**src/rtl/checker_result_stats_if.sv**
```systemverilog
// Bus between the trace-checker statistics block and its driver/host side.
// The master drives checker outputs plus clear/select; the slave returns stats and the snapshot.
interface checker_result_stats_if #(
    parameter int CNT_W = 16,
    parameter int IDX_W = 16
);
    logic [1:0]       format_type;
    logic [3:0]       error_code;
    logic             clear;
    logic [2:0]       rd_sel;
    logic [CNT_W-1:0] rd_data;
    logic             first_err_valid;
    logic [3:0]       first_err_code;
    logic [1:0]       first_err_type;
    logic [IDX_W-1:0] first_err_index;
    logic             illegal_seen;

    modport master (
        output format_type, error_code, clear, rd_sel,
        input  rd_data, first_err_valid, first_err_code, first_err_type,
               first_err_index, illegal_seen
    );

    modport slave (
        input  format_type, error_code, clear, rd_sel,
        output rd_data, first_err_valid, first_err_code, first_err_type,
               first_err_index, illegal_seen
    );
endinterface

```
**src/rtl/checker_result_stats.sv**
```systemverilog
// Saturating record statistics and first-error snapshot for the trace-string checker.
// A record is the rising edge of format_type!=0; counters are read through a registered mux.

module checker_result_stats_satcnt #(
    parameter int W = 16
) (
    input  logic         clk,
    input  logic         reset,
    input  logic         i_clear,
    input  logic         i_inc,
    output logic [W-1:0] o_cnt
);
    localparam logic [W-1:0] MAX = '1;

    logic [W-1:0] r_cnt;

    always_ff @(posedge clk or posedge reset) begin
        if (reset)
            r_cnt <= '0;
        else if (i_clear)
            r_cnt <= '0;
        else if (i_inc && (r_cnt != MAX))
            r_cnt <= r_cnt + W'(1);
    end

    assign o_cnt = r_cnt;
endmodule

module checker_result_stats #(
    parameter int CNT_W = 16,
    parameter int IDX_W = 16
) (
    input  logic                   clk,
    input  logic                   reset,
    checker_result_stats_if.slave  bus
);
    localparam int NCNT = 8;

    logic                        w_active;
    logic                        w_rec;
    logic                        w_err;
    logic [NCNT-1:0]             w_inc;
    logic [IDX_W-1:0]            w_idx;
    logic [NCNT-1:0][CNT_W-1:0]  w_cnt;

    logic                        r_prev_active;
    logic [CNT_W-1:0]            r_rd_data;
    logic                        r_first_valid;
    logic [3:0]                  r_first_code;
    logic [1:0]                  r_first_type;
    logic [IDX_W-1:0]            r_first_index;
    logic                        r_illegal_seen;

    assign w_active = (bus.format_type != 2'd0);
    assign w_rec    = w_active & ~r_prev_active;
    assign w_err    = (bus.error_code != 4'd0);

    // Counter map: 0 total, 1 reg, 2 mem, 3 errored, 4..7 one per error bit.
    always_comb begin
        w_inc      = '0;
        w_inc[0]   = w_rec;
        w_inc[1]   = w_rec && (bus.format_type == 2'd1);
        w_inc[2]   = w_rec && (bus.format_type == 2'd2);
        w_inc[3]   = w_rec && w_err;
        w_inc[7:4] = {4{w_rec}} & bus.error_code;
    end

    for (genvar g = 0; g < NCNT; g++) begin : g_cnt
        checker_result_stats_satcnt #(.W(CNT_W)) u_cnt (
            .clk     (clk),
            .reset   (reset),
            .i_clear (bus.clear),
            .i_inc   (w_inc[g]),
            .o_cnt   (w_cnt[g])
        );
    end

    // Snapshot index is the pre-increment total, clamped when the index field is narrower.
    if (IDX_W >= CNT_W) begin : g_idx_wide
        assign w_idx = IDX_W'(w_cnt[0]);
    end else begin : g_idx_narrow
        localparam logic [CNT_W-1:0] IDX_MAX = CNT_W'({IDX_W{1'b1}});
        assign w_idx = (w_cnt[0] > IDX_MAX) ? '1 : w_cnt[0][IDX_W-1:0];
    end

    // prev_active tracks the input even during clear so a held record is not recounted.
    always_ff @(posedge clk or posedge reset) begin
        if (reset)
            r_prev_active <= 1'b0;
        else
            r_prev_active <= w_active;
    end

    always_ff @(posedge clk or posedge reset) begin
        if (reset) begin
            r_rd_data      <= '0;
            r_first_valid  <= 1'b0;
            r_first_code   <= 4'd0;
            r_first_type   <= 2'd0;
            r_first_index  <= '0;
            r_illegal_seen <= 1'b0;
        end else if (bus.clear) begin
            r_rd_data      <= '0;
            r_first_valid  <= 1'b0;
            r_first_code   <= 4'd0;
            r_first_type   <= 2'd0;
            r_first_index  <= '0;
            r_illegal_seen <= 1'b0;
        end else begin
            r_rd_data <= w_cnt[bus.rd_sel];
            if (w_rec && (bus.format_type == 2'd3))
                r_illegal_seen <= 1'b1;
            if (w_rec && w_err && !r_first_valid) begin
                r_first_valid <= 1'b1;
                r_first_code  <= bus.error_code;
                r_first_type  <= bus.format_type;
                r_first_index <= w_idx;
            end
        end
    end

    assign bus.rd_data         = r_rd_data;
    assign bus.first_err_valid = r_first_valid;
    assign bus.first_err_code  = r_first_code;
    assign bus.first_err_type  = r_first_type;
    assign bus.first_err_index = r_first_index;
    assign bus.illegal_seen    = r_illegal_seen;
endmodule

```
**src/flat_wrapper.sv**
```systemverilog
// flat-port wrapper written by rule: the top's interface ports become plain ports
module checker_result_stats_flat 
#(
    parameter int CNT_W = 16,
    parameter int IDX_W = 16
)
  (clk, reset, bus_format_type, bus_error_code, bus_clear, bus_rd_sel, bus_rd_data, bus_first_err_valid, bus_first_err_code, bus_first_err_type, bus_first_err_index, bus_illegal_seen);
  checker_result_stats_if #(.CNT_W(CNT_W), .IDX_W(IDX_W)) bus_i ();
  input  logic clk;
  input  logic reset;
  input wire logic [$bits(bus_i.format_type)-1:0] bus_format_type;
  input wire logic [$bits(bus_i.error_code)-1:0] bus_error_code;
  input wire logic [$bits(bus_i.clear)-1:0] bus_clear;
  input wire logic [$bits(bus_i.rd_sel)-1:0] bus_rd_sel;
  output wire logic [$bits(bus_i.rd_data)-1:0] bus_rd_data;
  output wire logic [$bits(bus_i.first_err_valid)-1:0] bus_first_err_valid;
  output wire logic [$bits(bus_i.first_err_code)-1:0] bus_first_err_code;
  output wire logic [$bits(bus_i.first_err_type)-1:0] bus_first_err_type;
  output wire logic [$bits(bus_i.first_err_index)-1:0] bus_first_err_index;
  output wire logic [$bits(bus_i.illegal_seen)-1:0] bus_illegal_seen;
  assign bus_i.format_type = bus_format_type;
  assign bus_i.error_code = bus_error_code;
  assign bus_i.clear = bus_clear;
  assign bus_i.rd_sel = bus_rd_sel;
  assign bus_rd_data = bus_i.rd_data;
  assign bus_first_err_valid = bus_i.first_err_valid;
  assign bus_first_err_code = bus_i.first_err_code;
  assign bus_first_err_type = bus_i.first_err_type;
  assign bus_first_err_index = bus_i.first_err_index;
  assign bus_illegal_seen = bus_i.illegal_seen;
  checker_result_stats #(.CNT_W(CNT_W), .IDX_W(IDX_W)) u_core (.clk(clk), .reset(reset), .bus(bus_i));
endmodule
```
**config.mk**
```make
export PLATFORM = sky130hd
export DESIGN_NAME = checker_result_stats_flat
export DESIGN_NICKNAME = d
export VERILOG_FILES = /design/src/rtl/checker_result_stats_if.sv /design/src/rtl/checker_result_stats.sv /design/src/flat_wrapper.sv
export SDC_FILE = /design/constraint.sdc
export NUM_CORES = 1
export LEC_CHECK = 0
export BUFFER_PORTS_ARGS = -buffer_cell sky130_fd_sc_hd__buf_2
export CAP_MARGIN = 10
export CORE_MARGIN = 1
export CORE_UTILIZATION = 55
export DETAILED_ROUTE_END_ITERATION = 8
export GPL_ROUTABILITY_DRIVEN = 0
export PLACE_DENSITY = 0.76
export RECOVER_POWER = 100
export SKIP_CTS_REPAIR_TIMING = 1
export SLEW_MARGIN = 0
export SYNTH_ARGS = -nofsm -noshare
export SYNTH_HDL_FRONTEND = slang
export SYNTH_SLANG_ARGS = --single-unit
```
**constraint.sdc**
```tcl
create_clock -name clk -period 4.5 [get_ports clk]
set_input_delay 0.225 -clock clk [delete_from_list [all_inputs] [get_ports clk]]
set_output_delay 0.225 -clock clk [all_outputs]
set_load 0.05 [all_outputs]
```
==> results list <==
- Depth of the worst hold-timing path: 2
* Final period demand of the worst path: 3.15 ns
- Of the cells placed in the final design, the portion with a size suffix greater than 1 is 12.0%.
- Count of buffering cells on the critical path with inverters included: 0
- Antenna violations before repair: 2
- Summed over all nets, the switching power comes to 0.786 mW.
- Clock slew seen by the registers of the worst setup and hold paths: 0.07 ns
* DRC violation count after routing: 0
- For the worst-skew pair, the clock arrives at the later sink with an insertion delay of 0.43 ns.
- Total core area: 17300 sq um
- In the detailed route, the total length drawn on met2 is 11300 microns.
- Across the run, the number of max-cap violations was 5.
- Core utilization of the finished layout: 61.2%
- Async set or reset register ratio after synthesis: 100%
- Critical path peak fanout: 30
- Entering global routing, the biggest net connects 170 pins.
* Total number of placement rows: 48
* Total congestion overflow: 0
- Slew at the pin closest to its max-slew limit: 2.61 ns
* Vertical extent of the die: 135 microns
- Wire length on met1: 11300 microns
- Including well taps, the total number of placed cells is 1193.
- The run finished, with violations left.
* Area Growth Syn to Fin: 9.01%
- Counting distinct cell types in the post-synthesis netlist gives 57.
- Kind of critical path: reg2reg
- Total power divided by cell area: 293 nW/um^2
- The floorplan step defined a die boundary enclosing 18200 sq um.
* CP cell instances: o21ba_1, nand2_1, o21a_1, a22o_2
- Dividing the detail-routed wire length by the instance count gives 20.8 microns.
- In this run the remaining antenna-violating nets after routing total 0.
- Adding up every negative setup slack in the final design gives 0 ns.
* Post-synthesis instance total: 962
- For the worst setup path, the data required time is 4.82 ns.
- Counting the fill cells in the layout gives 1431.
- Leakage power total: 4.08 nW
- Global-route wire length before repair: 40300 microns
- Setup skew after layout: 0.00824 ns
- Clock buffer count from CTS: 17
- Summed instance area of the synthesized netlist: 9720 sq um
* Die Width: 135 microns
- Headroom to the max-slew limit: -74.3%
- Final worst path period share: 70.0%
- Leading cell type in the layout, fill and taps excluded: sky130_fd_sc_hd__dfrtp_1
* Starting utilization of the core area: 56.2%
* Highest-count cells in the layout ignoring fill and taps: 169 x sky130_fd_sc_hd__dfrtp_1, 77 x sky130_fd_sc_hd__a21oi_1, 57 x sky130_fd_sc_hd__nor2_1, 57 x sky130_fd_sc_hd__nand3_1, 57 x sky130_fd_sc_hd__or4_1
* Delay-heaviest family, CP: compound AO/OA/AOI/OAI gates
* Post-synthesis register bit count: 169
* Arr. time, crit path: 3.47 ns
- CTS H-Tree Depth: 4
- The final layout contains routed wiring with a total length of 25500 microns.
- The final-report hold violation count is 0.
* Net count after synthesis: 982
- For the worst flop-to-flop path, the logic depth is 4.
- Clk buf depth: 2
* Violation count after the first detailed-routing iteration: 731
* Met3 routed wirelength: 2250 microns
* First-pass iteration count of the detailed router: 5
- Excluding fillers, the count of instances in the completed layout stands at 1226.
* Final-report setup violation count: 0
- Clock share of power: 45.1%
- Summed over all nets, the half-perimeter wirelength after detailed placement is 17300 microns.
- Dividing the detail-routed via count by the number of cells gives 6.89.
- STA classifies the critical path endpoint as a flip-flop.
- Total via count after detailed routing: 8442
* RSZ-0062 raised after global routing: no
- Of the total power, combinational logic draws 5.4%.
- The tree built by TritonCTS fans out to 169 sinks.
- Max frequency: 0.318 GHz
- Commonest register cell after synthesis: sky130_fd_sc_hd__dfrtp_1
* Worst VDD drop: 263 uV
- TritonCTS built the clock tree.
* Post-synthesis average cell area: 10.1 sq um
- Net count, final: 1007
- The number of global-route vias before repair came to 7407.
- For this run, the register share of the synthesized area comes to 43.5%.
- 52 I/O pins were placed.
- Summing all non-filler instances in the final layout gives an area of 10600 sq um.
- The Yosys step of the flow raised 0 warnings.
* Failing checks: max-capacitance violations, max-slew violations
* Count of input and output buffers: 51
- The slowest stage of the critical path is the sky130_fd_sc_hd__o21ba_1 cell.
* Critical Path Stages: 4
- Net switching is 25.3% of the power.
- Internal portion of total power: 2.32 mW
- The largest single stage delay on the critical path is 1.02 ns.
- The final count of pins violating max slew is 383.
* Instance area at placement: 10100 sq um
* Highest metal layer with signal wires: met5
- Root cell of the clock tree: sky130_fd_sc_hd__clkbuf_16
- Portion of total power attributed to sequential cells: 49.6%
* Overall Global Routing Usage: 28.9%
- Startpoint type of the worst setup path: flip-flop
- Yosys mapped a number of flops with a built-in enable equal to 0.
- Type of the most critical hold path: in2reg
==> power groups by stage <==
| stage | registers (mW) | clock network [mW] | logic (mW) |
|---|---|---|---|
| 2_1_floorplan | 1.58 | 0 | 0.116 |
| 3_3_place_gp | 1.57 | 0 | 0.167 |
| 3_5_place_dp | 1.57 | 0 | 0.171 |
| 4_1_cts | 1.54 | 1.42 | 0.171 |
| 5_1_grt | 1.54 | 1.48 | 0.185 |
| 6_report | 1.54 | 1.40 | 0.167 |
==> Yosys cell counts, types with 3 or more instances <==
cell type                     n  area share [%]
sky130_fd_sc_hd__nor2_1      57             2.2
sky130_fd_sc_hd__o311ai_0     7            0.63
sky130_fd_sc_hd__o41ai_1     11            0.99
sky130_fd_sc_hd__nand4_1     40             2.6
sky130_fd_sc_hd__mux2_2      25             2.9
sky130_fd_sc_hd__nor4_1      23             1.5
sky130_fd_sc_hd__buf_1        7            0.27
sky130_fd_sc_hd__or3_1       19             1.2
sky130_fd_sc_hd__a21oi_1     77             4.0
sky130_fd_sc_hd__nor2b_1     26             1.7
sky130_fd_sc_hd__mux4_2      32             7.4
sky130_fd_sc_hd__o31a_1       4            0.36
sky130_fd_sc_hd__nand4bb_1    3            0.35
sky130_fd_sc_hd__and4_1      19             1.7
sky130_fd_sc_hd__or2_2        6            0.39
sky130_fd_sc_hd__and2_1       6            0.39
sky130_fd_sc_hd__o31ai_1     48             3.7
sky130_fd_sc_hd__nand3_1     57             2.9
sky130_fd_sc_hd__dfrtp_1    169              44
sky130_fd_sc_hd__nor3_1      21             1.1
sky130_fd_sc_hd__o211a_1      5            0.52
sky130_fd_sc_hd__buf_2        3            0.15
sky130_fd_sc_hd__mux2i_1     20             2.1
sky130_fd_sc_hd__ha_1         8             1.0
sky130_fd_sc_hd__nand2_1     47             1.8
sky130_fd_sc_hd__nor3b_1      3            0.23
sky130_fd_sc_hd__o21ai_0     24             1.2
sky130_fd_sc_hd__a211oi_1     7            0.54
sky130_fd_sc_hd__clkbuf_1    38             1.5
sky130_fd_sc_hd__o21a_1       6            0.46
sky130_fd_sc_hd__and3_1       9            0.58
sky130_fd_sc_hd__a22o_1      21             1.9
sky130_fd_sc_hd__buf_6        3            0.35
sky130_fd_sc_hd__or4_1       57             4.4
sky130_fd_sc_hd__inv_1       23            0.89
==> cell families after synthesis <==
group           synth area share [%]
buf+inv                         3.39
flops                           43.5
fa+ha+maj                       1.03
compound gates                  15.5
simple gates                    24.1
mux                             12.4
==> worst register-to-register path, delay by kind of cell, from the launching register on <==
family / cells / cell delay (ns)
AO/OA/AOI/OAI: 3 / 2.02
AND/OR/NAND/NOR: 1 / 0.60
flip-flops: 1 / 0.42
==> through the flow <==
step / total power [mW] / hold slack [ns] / worst slack [ns]
floorplan: 1.69 / 0.358 / 2.12
global placement: 1.74 / 0.486 / 2.00
detailed placement: 1.74 / 0.491 / 1.87
CTS: 3.13 / 0.121 / 1.86
global route: 3.21 / 0.125 / 1.11
finish: 3.11 / 0.136 / 1.35
==> state kept, by name, indices dropped and copies added (netlist names) <==
| name | flops |
|---|---|
| u_core.g_cnt.u_cnt.o_cnt | 128 |
| u_core.bus.illegal_seen | 1 |
| u_core.bus.first_err_valid | 1 |
| u_core.r_prev_active | 1 |
| u_core.bus.first_err_index | 16 |
| u_core.bus.first_err_code | 4 |
| u_core.bus.rd_data | 16 |
| u_core.bus.first_err_type | 2 |
==> path summary, 6_finish.rpt <==
kind / from / end / slack, ns
min reg2reg: u_core.bus.first_err_index[10] / u_core.bus.first_err_index[10] / 0.50
max in group asynchronous: reset / u_core.g_cnt[6].u_cnt.o_cnt[7] / 2.39
max: u_core.r_prev_active / u_core.bus.first_err_type[1] / 1.35
min: bus_error_code[2] / u_core.bus.first_err_code[2] / 0.14
max reg2reg: u_core.r_prev_active / u_core.bus.first_err_type[1] / 1.35
min in group asynchronous: reset / u_core.g_cnt[5].u_cnt.o_cnt[9] / 0.63
==> metal layers <==
layer	vias up	GRT usage [%]
met2	363	41.5
met5	-	0
met1	4181	43.6
met3	39	5.63
li1	3857	-
met4	2	9.49
==> area by class of cell <==
| cell class | instances | area, sq um | area share (%) |
|---|---|---|---|
| clock inverters | 12 | 90.1 | 0.850 |
| clock buffers | 20 | 467 | 4.41 |
| repair buffers | 59 | 259 | 2.45 |
| inverters | 24 | 93.8 | 0.886 |
| flip-flops and latches | 169 | 4230 | 39.9 |
| multi-input cells | 716 | 5170 | 48.8 |
| diodes | 1 | 2.50 | 0.0236 |
| well taps | 225 | 282 | 2.66 |
Note: power is estimated with default switching activity, not from simulation.
